[src/rtl/trace_pkg.sv]
// Shared types for the trace replay/capture blocks.
package trace_pkg;

  localparam int unsigned TRACE_WIDTH = 3;
  localparam int unsigned TRACE_TW    = 16;

  // One value-change record as it travels through the record FIFO.
  typedef struct packed {
    logic [TRACE_TW-1:0]    delta;
    logic [TRACE_WIDTH-1:0] value;
  } trace_rec_t;

  typedef enum logic {
    IDLE  = 1'b0,
    COUNT = 1'b1
  } trace_state_e;

  // A zero delta still costs one cycle, so replayed changes never collapse.
  function automatic logic [TRACE_TW-1:0] eff_delta(input logic [TRACE_TW-1:0] d);
    return (d == '0) ? TRACE_TW'(1) : d;
  endfunction

endpackage

[src/rtl/trace_fifo.sv]
// Synchronous record FIFO; power-of-two depth, no full-and-pop passthrough.
module trace_fifo #(
  parameter int unsigned DW    = 8,
  parameter int unsigned DEPTH = 4
) (
  input  logic          clk,
  input  logic          rst_n,
  input  logic          push_i,
  input  logic [DW-1:0] data_i,
  input  logic          pop_i,
  output logic [DW-1:0] data_o,
  output logic          full_o,
  output logic          empty_o
);

  localparam int unsigned AW = (DEPTH > 1) ? $clog2(DEPTH) : 1;
  localparam int unsigned CW = AW + 1;

  logic [DW-1:0] mem_q [DEPTH];
  logic [AW-1:0] wr_ptr_q, wr_ptr_d;
  logic [AW-1:0] rd_ptr_q, rd_ptr_d;
  logic [CW-1:0] cnt_q, cnt_d;
  logic          do_push;
  logic          do_pop;

  assign full_o  = (cnt_q == CW'(DEPTH));
  assign empty_o = (cnt_q == '0);
  assign do_push = push_i & ~full_o;
  assign do_pop  = pop_i & ~empty_o;
  assign data_o  = mem_q[rd_ptr_q];

  // Pointer and occupancy update; pointers wrap naturally at DEPTH.
  always_comb begin
    wr_ptr_d = wr_ptr_q;
    rd_ptr_d = rd_ptr_q;
    cnt_d    = cnt_q;
    if (do_push) wr_ptr_d = wr_ptr_q + AW'(1);
    if (do_pop)  rd_ptr_d = rd_ptr_q + AW'(1);
    if (do_push && !do_pop)      cnt_d = cnt_q + CW'(1);
    else if (!do_push && do_pop) cnt_d = cnt_q - CW'(1);
  end

  // Control registers.
  always_ff @(posedge clk or negedge rst_n) begin
    if (!rst_n) begin
      wr_ptr_q <= '0;
      rd_ptr_q <= '0;
      cnt_q    <= '0;
    end else begin
      wr_ptr_q <= wr_ptr_d;
      rd_ptr_q <= rd_ptr_d;
      cnt_q    <= cnt_d;
    end
  end

  // Storage; contents are don't-care until written.
  always_ff @(posedge clk) begin
    if (do_push) mem_q[wr_ptr_q] <= data_i;
  end

endmodule

[src/rtl/trace_replay.sv]
// Replays {delta, value} records onto a bus, counting each delta in cycles.
module trace_replay
  import trace_pkg::*;
#(
  parameter int unsigned WIDTH = TRACE_WIDTH,
  parameter int unsigned TW    = TRACE_TW,
  parameter int unsigned DEPTH = 4
) (
  input  logic             clk,
  input  logic             rst_n,
  input  logic             in_valid,
  output logic             in_ready,
  input  logic [TW-1:0]    in_delta,
  input  logic [WIDTH-1:0] in_value,
  input  logic             pause,
  output logic [WIDTH-1:0] out_value,
  output logic             out_strobe,
  output logic             out_changed,
  output logic             busy,
  output logic [31:0]      stime
);

  localparam int unsigned STIME_W = 32;

  trace_state_e     state_q, state_d;
  logic [TW-1:0]    cnt_q, cnt_d;
  logic [WIDTH-1:0] cur_value_q, cur_value_d;
  logic [WIDTH-1:0] out_value_q, out_value_d;
  logic             out_strobe_q, out_strobe_d;
  logic             out_changed_q, out_changed_d;
  logic [STIME_W-1:0] stime_q, stime_d;

  trace_rec_t push_rec;
  trace_rec_t head_rec;
  logic       fifo_push;
  logic       fifo_pop;
  logic       fifo_full;
  logic       fifo_empty;

  assign push_rec.delta = TRACE_TW'(in_delta);
  assign push_rec.value = TRACE_WIDTH'(in_value);
  assign in_ready       = ~fifo_full;
  assign fifo_push      = in_valid & ~fifo_full;

  trace_fifo #(
    .DW    ($bits(trace_rec_t)),
    .DEPTH (DEPTH)
  ) u_fifo (
    .clk     (clk),
    .rst_n   (rst_n),
    .push_i  (fifo_push),
    .data_i  (push_rec),
    .pop_i   (fifo_pop),
    .data_o  (head_rec),
    .full_o  (fifo_full),
    .empty_o (fifo_empty)
  );

  // Holding-register control: load from FIFO, count down, apply and chain.
  always_comb begin
    state_d       = state_q;
    cnt_d         = cnt_q;
    cur_value_d   = cur_value_q;
    out_value_d   = out_value_q;
    out_strobe_d  = 1'b0;
    out_changed_d = 1'b0;
    fifo_pop      = 1'b0;
    stime_d       = stime_q + STIME_W'(1);
    case (state_q)
      IDLE: begin
        if (!fifo_empty) begin
          fifo_pop    = 1'b1;
          cnt_d       = TW'(eff_delta(head_rec.delta));
          cur_value_d = WIDTH'(head_rec.value);
          state_d     = COUNT;
        end
      end
      COUNT: begin
        if (!pause) begin
          if (cnt_q > TW'(1)) begin
            cnt_d = cnt_q - TW'(1);
          end else begin
            out_value_d   = cur_value_q;
            out_strobe_d  = 1'b1;
            out_changed_d = (cur_value_q != out_value_q);
            if (!fifo_empty) begin
              fifo_pop    = 1'b1;
              cnt_d       = TW'(eff_delta(head_rec.delta));
              cur_value_d = WIDTH'(head_rec.value);
            end else begin
              state_d = IDLE;
            end
          end
        end
      end
      default: state_d = IDLE;
    endcase
  end

  // State, countdown, output and timestamp registers.
  always_ff @(posedge clk or negedge rst_n) begin
    if (!rst_n) begin
      state_q       <= IDLE;
      cnt_q         <= '0;
      cur_value_q   <= '0;
      out_value_q   <= '0;
      out_strobe_q  <= 1'b0;
      out_changed_q <= 1'b0;
      stime_q       <= '0;
    end else begin
      state_q       <= state_d;
      cnt_q         <= cnt_d;
      cur_value_q   <= cur_value_d;
      out_value_q   <= out_value_d;
      out_strobe_q  <= out_strobe_d;
      out_changed_q <= out_changed_d;
      stime_q       <= stime_d;
    end
  end

  assign out_value   = out_value_q;
  assign out_strobe  = out_strobe_q;
  assign out_changed = out_changed_q;
  assign stime       = stime_q;
  assign busy        = (state_q == COUNT) | ~fifo_empty;

endmodule

[config.mk]
export PLATFORM = sky130hd
export DESIGN_NAME = trace_replay
export DESIGN_NICKNAME = d
export VERILOG_FILES = /design/src/rtl/trace_pkg.sv /design/src/rtl/trace_fifo.sv /design/src/rtl/trace_replay.sv
export SDC_FILE = /design/constraint.sdc
export NUM_CORES = 1
export LEC_CHECK = 0
export CAP_MARGIN = 20
export CORE_MARGIN = 3
export CORE_UTILIZATION = 40
export DETAILED_ROUTE_END_ITERATION = 10
export HOLD_SLACK_MARGIN = 0.05
export SETUP_SLACK_MARGIN = 0.02
export SKIP_LAST_GASP = 1
export SLEW_MARGIN = 40
export SYNTH_ARGS = -nofsm -noshare
export SYNTH_HDL_FRONTEND = slang
export SYNTH_SLANG_ARGS = --single-unit
[constraint.sdc]
create_clock -name clk -period 2.91 [get_ports clk]
set_input_delay 0.291 -clock clk [delete_from_list [all_inputs] [get_ports clk]]
set_output_delay 0.291 -clock clk [all_outputs]
set_load 0.01 [all_outputs]
==> results of run 1 <==
==> registers in the layout, summed over array words and instances (netlist names) <==
signal           flops
u_fifo.wr_ptr_q      2
cur_value_q          3
u_fifo.mem_q        76
out_changed          1
stime               32
out_value            3
out_strobe           1
state_q              1
u_fifo.cnt_q         3
cnt_q               16
u_fifo.rd_ptr_q      2
==> through the flow <==
step | utilization, % | setup slack, ps | hold slack [ps] | cells
global placement | 47.90 | 230.0 | 457.5 | 686
global route | 51.96 | 69.51 | 445.8 | 719
finish | 51.96 | 162.2 | 392.4 | 719
floorplan | - | 150.4 | -4.591 | 439
CTS | 51.96 | 163.3 | 400.6 | 719
detailed placement | 47.92 | 171.7 | 305.0 | 686
==> power breakdown <==
part	total (mW)	internal [mW]	leakage, nW	switching (mW)
registers	2.53	2.39	1.50	0.133
logic	0.716	0.293	1.17	0.422
clock network	2.13	1.27	0.271	0.855
total	5.37	3.96	2.94	1.41
==> cells by family (layout without fill, tap and decap cells) <==
kind of cell,after synthesis,count (layout)
adders and majority gates,9,9
xor gates and xnor gates,47,47
AOI/OAI and AO/OA,52,52
buffers and inverters,28,124
and+or+nand+nor,133,133
DFF,140,140
muxes,30,30
==> placed cells by master, fill, tap and decap left out, types with 11 or more instances in the layout <==
master	synthesis	routed
and3_1	13	13
buf_4	2	19
clkbuf_16	0	17
clkdlybuf4s50_1	0	60
dfrtp_1	64	64
edfxtp_1	76	76
inv_1	11	11
mux4_2	19	19
nand2_1	30	30
nand3_1	20	20
nor2_1	22	22
o21ai_0	11	11
xnor2_1	30	30
xor2_1	17	17
==> area by class of cell <==
type                    instances  area share [%]
clock buffers                  17           5.508
multi-input cells             271           28.54
repair buffers                 81           10.01
flip-flops and latches        140           50.28
clock inverters                15           2.138
inverters                      11          0.5346
well taps                     184           2.981
==> critical path, cell delays in order (launching register included) <==
cell	delay, ps
dfrtp_1	430
or4_4	550
or2_1	270
o41a_1	420
ha_1	240
inv_1	70
fa_1	390
mux2_2	270
==> per-layer routing <==
layer  up-vias  global-route usage (%)
li1       1839                       -
met1      1961                   21.79
met2       101                   25.13
met3        17                   4.675
met4         0                   6.413
met5         -                       0
==> path summary, 6_finish.rpt <==
check,slack (ps),endpoint,from
max in group asynchronous,1910,cnt_q[14],rst_n
max,160,u_fifo.cnt_q[1],cnt_q[11]
min reg2reg,470,stime[31],stime[31]
min in group clk,470,stime[31],stime[31]
min,390,stime[18],rst_n
max reg2reg,160,u_fifo.cnt_q[1],cnt_q[11]
==> summary.md, run 1 <==
| Metric | Value |
|---|---|
| IO Count | `62` |
| Port Buffer Count | `61` |
| Resized Gates After CTS | `0` |
| Main synth FF type | `edfxtp_1` |
| Worst Tran Pin Value | `781.8 ps` |
| Vias/cell | `5.449` |
| Final Power | `5.372 mW` |
| Area grow syn2layout | `24.28%` |
| Number of global-route vias before repair | `3960` |
| Detailed Route WL | `12970 um` |
| Initial antenna violation count | `0` |
| Met1 WL | `5966 um` |
| CTS root buffer | `clkbuf_16` |
| Final cycle utilization of the critical path | `94.43%` |
| Hold Vio Cnt, Final | `0` |
| Final net count | `554` |
| DRT antenna net count | `0` |
| Register area | `3884 um2` |
| Share of post-route cells with drive strength above 1 | `15.89%` |
| Synth Register Bits | `140` |
| Hold Buf Count CTS | `1` |
| CP endpoint kind | `flop` |
| Die width | `130.6 um` |
| Die H | `130.6 um` |
| Post-CTS setup buffer count | `0` |
| Fmax | `0.3639 GHz` |
| Data arrival, critical path | `3050 ps` |
| All-Layer GR Usage | `16.24%` |
| Mapped Area | `6215 um2` |
| Rel. slew slack | `47.40%` |
| Fin area | `7724 um2` |
| Req. time, crit path | `3220 ps` |
| Ys Warns | `0` |
| Post-synth top cells | `edfxtp_1, dfrtp_1, nand2_1, xnor2_1, nor2_1` |
| Clk pin slew, worst setup/hold paths | `60 ps` |
| CP Launch Type | `flop` |
| Antenna cells | `0` |
| Clock Latency Late Sink | `420 ps` |
| Total number of vias | `3918` |
| Initial Utilization | `41.81%` |
| Seq/Total Area, Yosys | `62.49%` |
| XOR/XNOR Fraction of Synth Area | `6.624%` |
| Portion of netlist area occupied by mux cells | `8.979%` |
| CP max FO | `4` |
| Footprint of the multi-input gates | `2205 um2` |
| Placed instance area | `7123 um2` |
| Metal3 WL | `617 um` |
| Synth unique cells | `59` |
| Largest family of logic cells by synthesized area | `simple AND/OR/NAND/NOR gates` |
| First-pass GRT wire length | `20910 um` |
| Synth top area cells | `edfxtp_1, dfrtp_1, mux4_2` |
| Asr flop ratio synth | `45.71%` |
| 1st-iter DRT viols | `209` |
| Worst Hold Class | `in2async` |
| Synth top area share | `36.72%` |
| Adder-cell share of the synthesized area | `1.933%` |
| Most numerous cell in the Yosys netlist | `edfxtp_1` |
| Synth Area in Compound Gates | `6.563%` |
| Post-route setup TNS | `0 ps` |
| Setup violations, final | `0` |
| Overall die area | `17070 um2` |
| # DRC | `0` |
| Synth Area in Simple Gates | `11.38%` |
| CTS tree | `done` |
| Met2 WL post-DR | `6163 um` |
| Total congestion overflow | `0` |
| WS Path Type | `reg2reg` |
| Post-Route Skew | `7.230 ps` |
| Area leader, netlist | `edfxtp_1` |
| Max Cap Viol | `0` |
| Total CTS buffers | `17` |
| CTS Buffer Depth | `2` |
| Row count | `44` |
| EDFF count, synth | `76` |
| Wirelength per Cell | `18.03 um` |
| Leak | `2.940 nW` |
| RSZ-0062 raised after global routing | `false` |
| Final Critical Period | `2748 ps` |
| Pwr Density | `695.5 nW/um2` |
| Average cell area after synthesis | `14.16 um2` |
| Filler cells | `1279` |
| Status | `completed` |
| Pin count of the biggest net entering global routing | `42` |
| Core ar. | `14860 um2` |
| 1st-pass router iterations | `4` |
| R2R depth | `7` |
| Cells after Synth | `439` |
| Top Metal Used | `met4` |
| H-tree depth | `4` |
| CTS Sinks | `140` |
| Hpwl dp | `8983 um` |
| Slew Limit Fails | `0` |
| Net Count, Synth | `471` |
| Max rail drop VDD | `0.5412 mV` |
| Final Wtd Congestion | `0.8933` |
Note: power is estimated with default switching activity, not from simulation.
==> run 2, diff against run 1 <==
--- a/config.mk
+++ b/config.mk
@@ -10,9 +10,10 @@
 export CORE_UTILIZATION = 40
 export DETAILED_ROUTE_END_ITERATION = 10
 export HOLD_SLACK_MARGIN = 0.05
+export PLACE_DENSITY = 0.73
 export SETUP_SLACK_MARGIN = 0.02
 export SKIP_LAST_GASP = 1
-export SLEW_MARGIN = 40
+export SLEW_MARGIN = 20
 export SYNTH_ARGS = -nofsm -noshare
 export SYNTH_HDL_FRONTEND = slang
 export SYNTH_SLANG_ARGS = --single-unit
==> run 2 against run 1 <==
Via count is 2.2% higher. Worst hold slack got worse by 52 ps. Sequential share of layout area increased by 0.15 points. Count of clock-buffer cells in the layout unchanged. Combinational power hardly changed.
==> summary.md, run 2 (synthesis results as in run 1) <==
| Metric | Value |
|---|---|
| Status | `completed (unchanged)` |
| Fmax | `0.3603 GHz (was 0.3639 GHz)` |
| Worst Hold Class | `in2async (unchanged)` |
| Detailed Route WL | `12940 um (was 12970 um)` |
| CTS Buffer Depth | `2 (unchanged)` |
| Die H | `130.6 um (unchanged)` |
| Filler cells | `1224 (was 1279)` |
| Pwr Density | `693.3 nW/um2 (was 695.5 nW/um2)` |
| Area grow syn2layout | `23.92% (was 24.28%)` |
| Pin count of the biggest net entering global routing | `29 (was 42)` |
| Share of post-route cells with drive strength above 1 | `16.04% (was 15.89%)` |
| Clk pwr share | `39.2% (was 39.6%)` |
| CP max FO | `4 (unchanged)` |
| Int Pwr | `3.895 mW (was 3.961 mW)` |
| Rel. slew slack | `48.88% (was 47.40%)` |
| CP bufs+invs | `1 (unchanged)` |
| CTS root buffer | `clkbuf_16 (unchanged)` |
| Slowest cell delay on critical path | `550 ps (about the same)` |
| RSZ-0062 raised after global routing | `false (unchanged)` |
| Total number of vias | `4005 (was 3918)` |
| Vias/cell | `5.563 (was 5.449)` |
| Post-Place Cells | `687 (was 686)` |
| Switching pwr | `1.444 mW (was 1.411 mW)` |
| Post-Route Skew | `6.008 ps (was 7.230 ps)` |
| Leak | `2.947 nW (was 2.940 nW)` |
| Clk pin slew, worst setup/hold paths | `60 ps (about the same)` |
| Register area | `3884 um2 (unchanged)` |
| CP delay by family, top | `simple AND/OR/NAND/NOR gates (unchanged)` |
| Crit path cell chain | `or4_4 -> or2_1 -> o41a_1 -> ha_1 -> inv_1 -> fa_1 -> mux2_2 (unchanged)` |
| Overall die area | `17070 um2 (unchanged)` |
| Largest reg by FF count | `u_fifo.mem_q (unchanged)` |
| Setup WS post-layout | `134.7 ps (was 162.2 ps)` |
| Hpwl dp | `9011 um (was 8983 um)` |
| 1st-pass router iterations | `6 (was 4)` |
| Commonest non-fill, non-tap cell in the layout | `edfxtp_1 (unchanged)` |
| R2R depth | `7 (unchanged)` |
| Data arrival, critical path | `3090 ps (was 3050 ps)` |
| Total congestion overflow | `0 (unchanged)` |
| Resized Gates After CTS | `0 (unchanged)` |
| Max reg flops | `76 (unchanged)` |
| Final Critical Period | `2775 ps (was 2748 ps)` |
| FF-to-FF Start | `cnt_q[11] (unchanged)` |
| Final cycle utilization of the critical path | `95.37% (was 94.43%)` |
| Max rail drop VDD | `0.5507 mV (was 0.5412 mV)` |
| Die width | `130.6 um (unchanged)` |
| Pre-CTS setup slack | `122.9 ps (was 171.7 ps)` |
| Final Wtd Congestion | `0.8707 (was 0.8933)` |
| CTS tree | `done (unchanged)` |
| R2R Setup Slk | `130 ps (was 160 ps)` |
| DRT antenna net count | `0 (unchanged)` |
| Final hold slack | `340.5 ps (was 392.4 ps)` |
| Post-route setup TNS | `0 ps (unchanged)` |
| Sequential power share | `47.4% (was 47.0%)` |
| IO Count | `62 (unchanged)` |
| Reg-to-Reg End | `u_fifo.cnt_q[1] (unchanged)` |
| Core ar. | `14860 um2 (unchanged)` |
| Final net count | `555 (was 554)` |
| CTS Sinks | `140 (unchanged)` |
| Sw frac | `27.04% (was 26.27%)` |
| Most frequent cells in the layout | `edfxtp_1, dfrtp_1, clkdlybuf4s50_1, nand2_1, xnor2_1 (unchanged)` |
| All-Layer GR Usage | `16.32% (was 16.24%)` |
| Initial Utilization | `41.81% (unchanged)` |
| Fin area | `7701 um2 (was 7724 um2)` |
| 1st-iter DRT viols | `222 (was 209)` |
| Fin util | `51.81% (was 51.96%)` |
| Slew Limit Fails | `0 (unchanged)` |
| Setup violations, final | `0 (unchanged)` |
| Antenna cells | `0 (unchanged)` |
| H-tree depth | `4 (unchanged)` |
| Placed instance area | `7116 um2 (was 7123 um2)` |
| # DRC | `0 (unchanged)` |
| Wirelength per Cell | `17.97 um (was 18.03 um)` |
| Clock Latency Late Sink | `430 ps (was 420 ps)` |
| Req. time, crit path | `3220 ps (about the same)` |
| Footprint of the multi-input gates | `2205 um2 (unchanged)` |
| Final Non-Filler Cells | `720 (was 719)` |
| Crit-path slowest cell | `or4_4 (unchanged)` |
| CP endpoint kind | `flop (unchanged)` |
| Post-CTS setup buffer count | `0 (unchanged)` |
| WS Path Type | `reg2reg (unchanged)` |
| Row count | `44 (unchanged)` |
| Max Cap Viol | `0 (unchanged)` |
| Total CTS buffers | `17 (unchanged)` |
| Hold Vio Cnt, Final | `0 (unchanged)` |
| First-pass GRT wire length | `21150 um (was 20910 um)` |
| Final Power | `5.339 mW (was 5.372 mW)` |
| CP Launch Type | `flop (unchanged)` |
| Port Buffer Count | `61 (unchanged)` |
| Comb power frac | `13.4% (was 13.3%)` |
| Worst Tran Pin Value | `759.9 ps (was 781.8 ps)` |
| Initial antenna violation count | `0 (unchanged)` |
| Number of global-route vias before repair | `4042 (was 3960)` |
-- run 2: worst register-to-register path, cell delays in order, from the launching register on --
cell     delay (ps)
dfrtp_1         430
or4_4           550
or2_1           280
o41a_1          410
ha_1            240
inv_1            80
fa_1            410
mux2_2          280
-- run 2: routing by layer --
metal | global-route usage [%] | vias to the layer above | wire length (um)
met3 | 4.919 | 23 | 883
met4 | 5.808 | 0 | 241
met1 | 21.00 | 1985 | 5494
met2 | 26.39 | 160 | 6318
met5 | 0 | - | 0
li1 | - | 1837 | -
-- run 2: worst max-delay path by stage --
stage                     startpoint  cells past startpoint               to
after floorplan            cnt_q[10]                      8  u_fifo.cnt_q[1]
after global placement     cnt_q[11]                      7  u_fifo.cnt_q[1]
after detailed placement   cnt_q[11]                      7  u_fifo.cnt_q[1]
after CTS                  cnt_q[11]                      7  u_fifo.cnt_q[1]
after global routing       cnt_q[11]                      7  u_fifo.cnt_q[1]
final                      cnt_q[11]                      7  u_fifo.cnt_q[1]
-- run 2: repair_timing --
action | in CTS | in global routing
endpoints found under the hold margin | 17 | 0
hold buffers | 1 | 0
endpoints found under the setup margin | 0 | 0
-- run 2: final cells by class --
class | instances | area share (%)
sequential | 140 | 50.43
multi-input combinational | 271 | 28.63
timing repair buffer | 82 | 9.943
clock buffer | 17 | 5.524
tap | 184 | 2.989
clock inverter | 15 | 1.950
inverter | 11 | 0.5361
-- run 2: power by group through the flow --
stage	logic (mW)	clock network, mW	registers, mW
finish	0.714	2.09	2.53
global route	0.784	2.24	2.56
global placement	0.690	0	2.54
detailed placement	0.716	0	2.57
floorplan	0.479	0	2.51
CTS	0.721	2.14	2.53
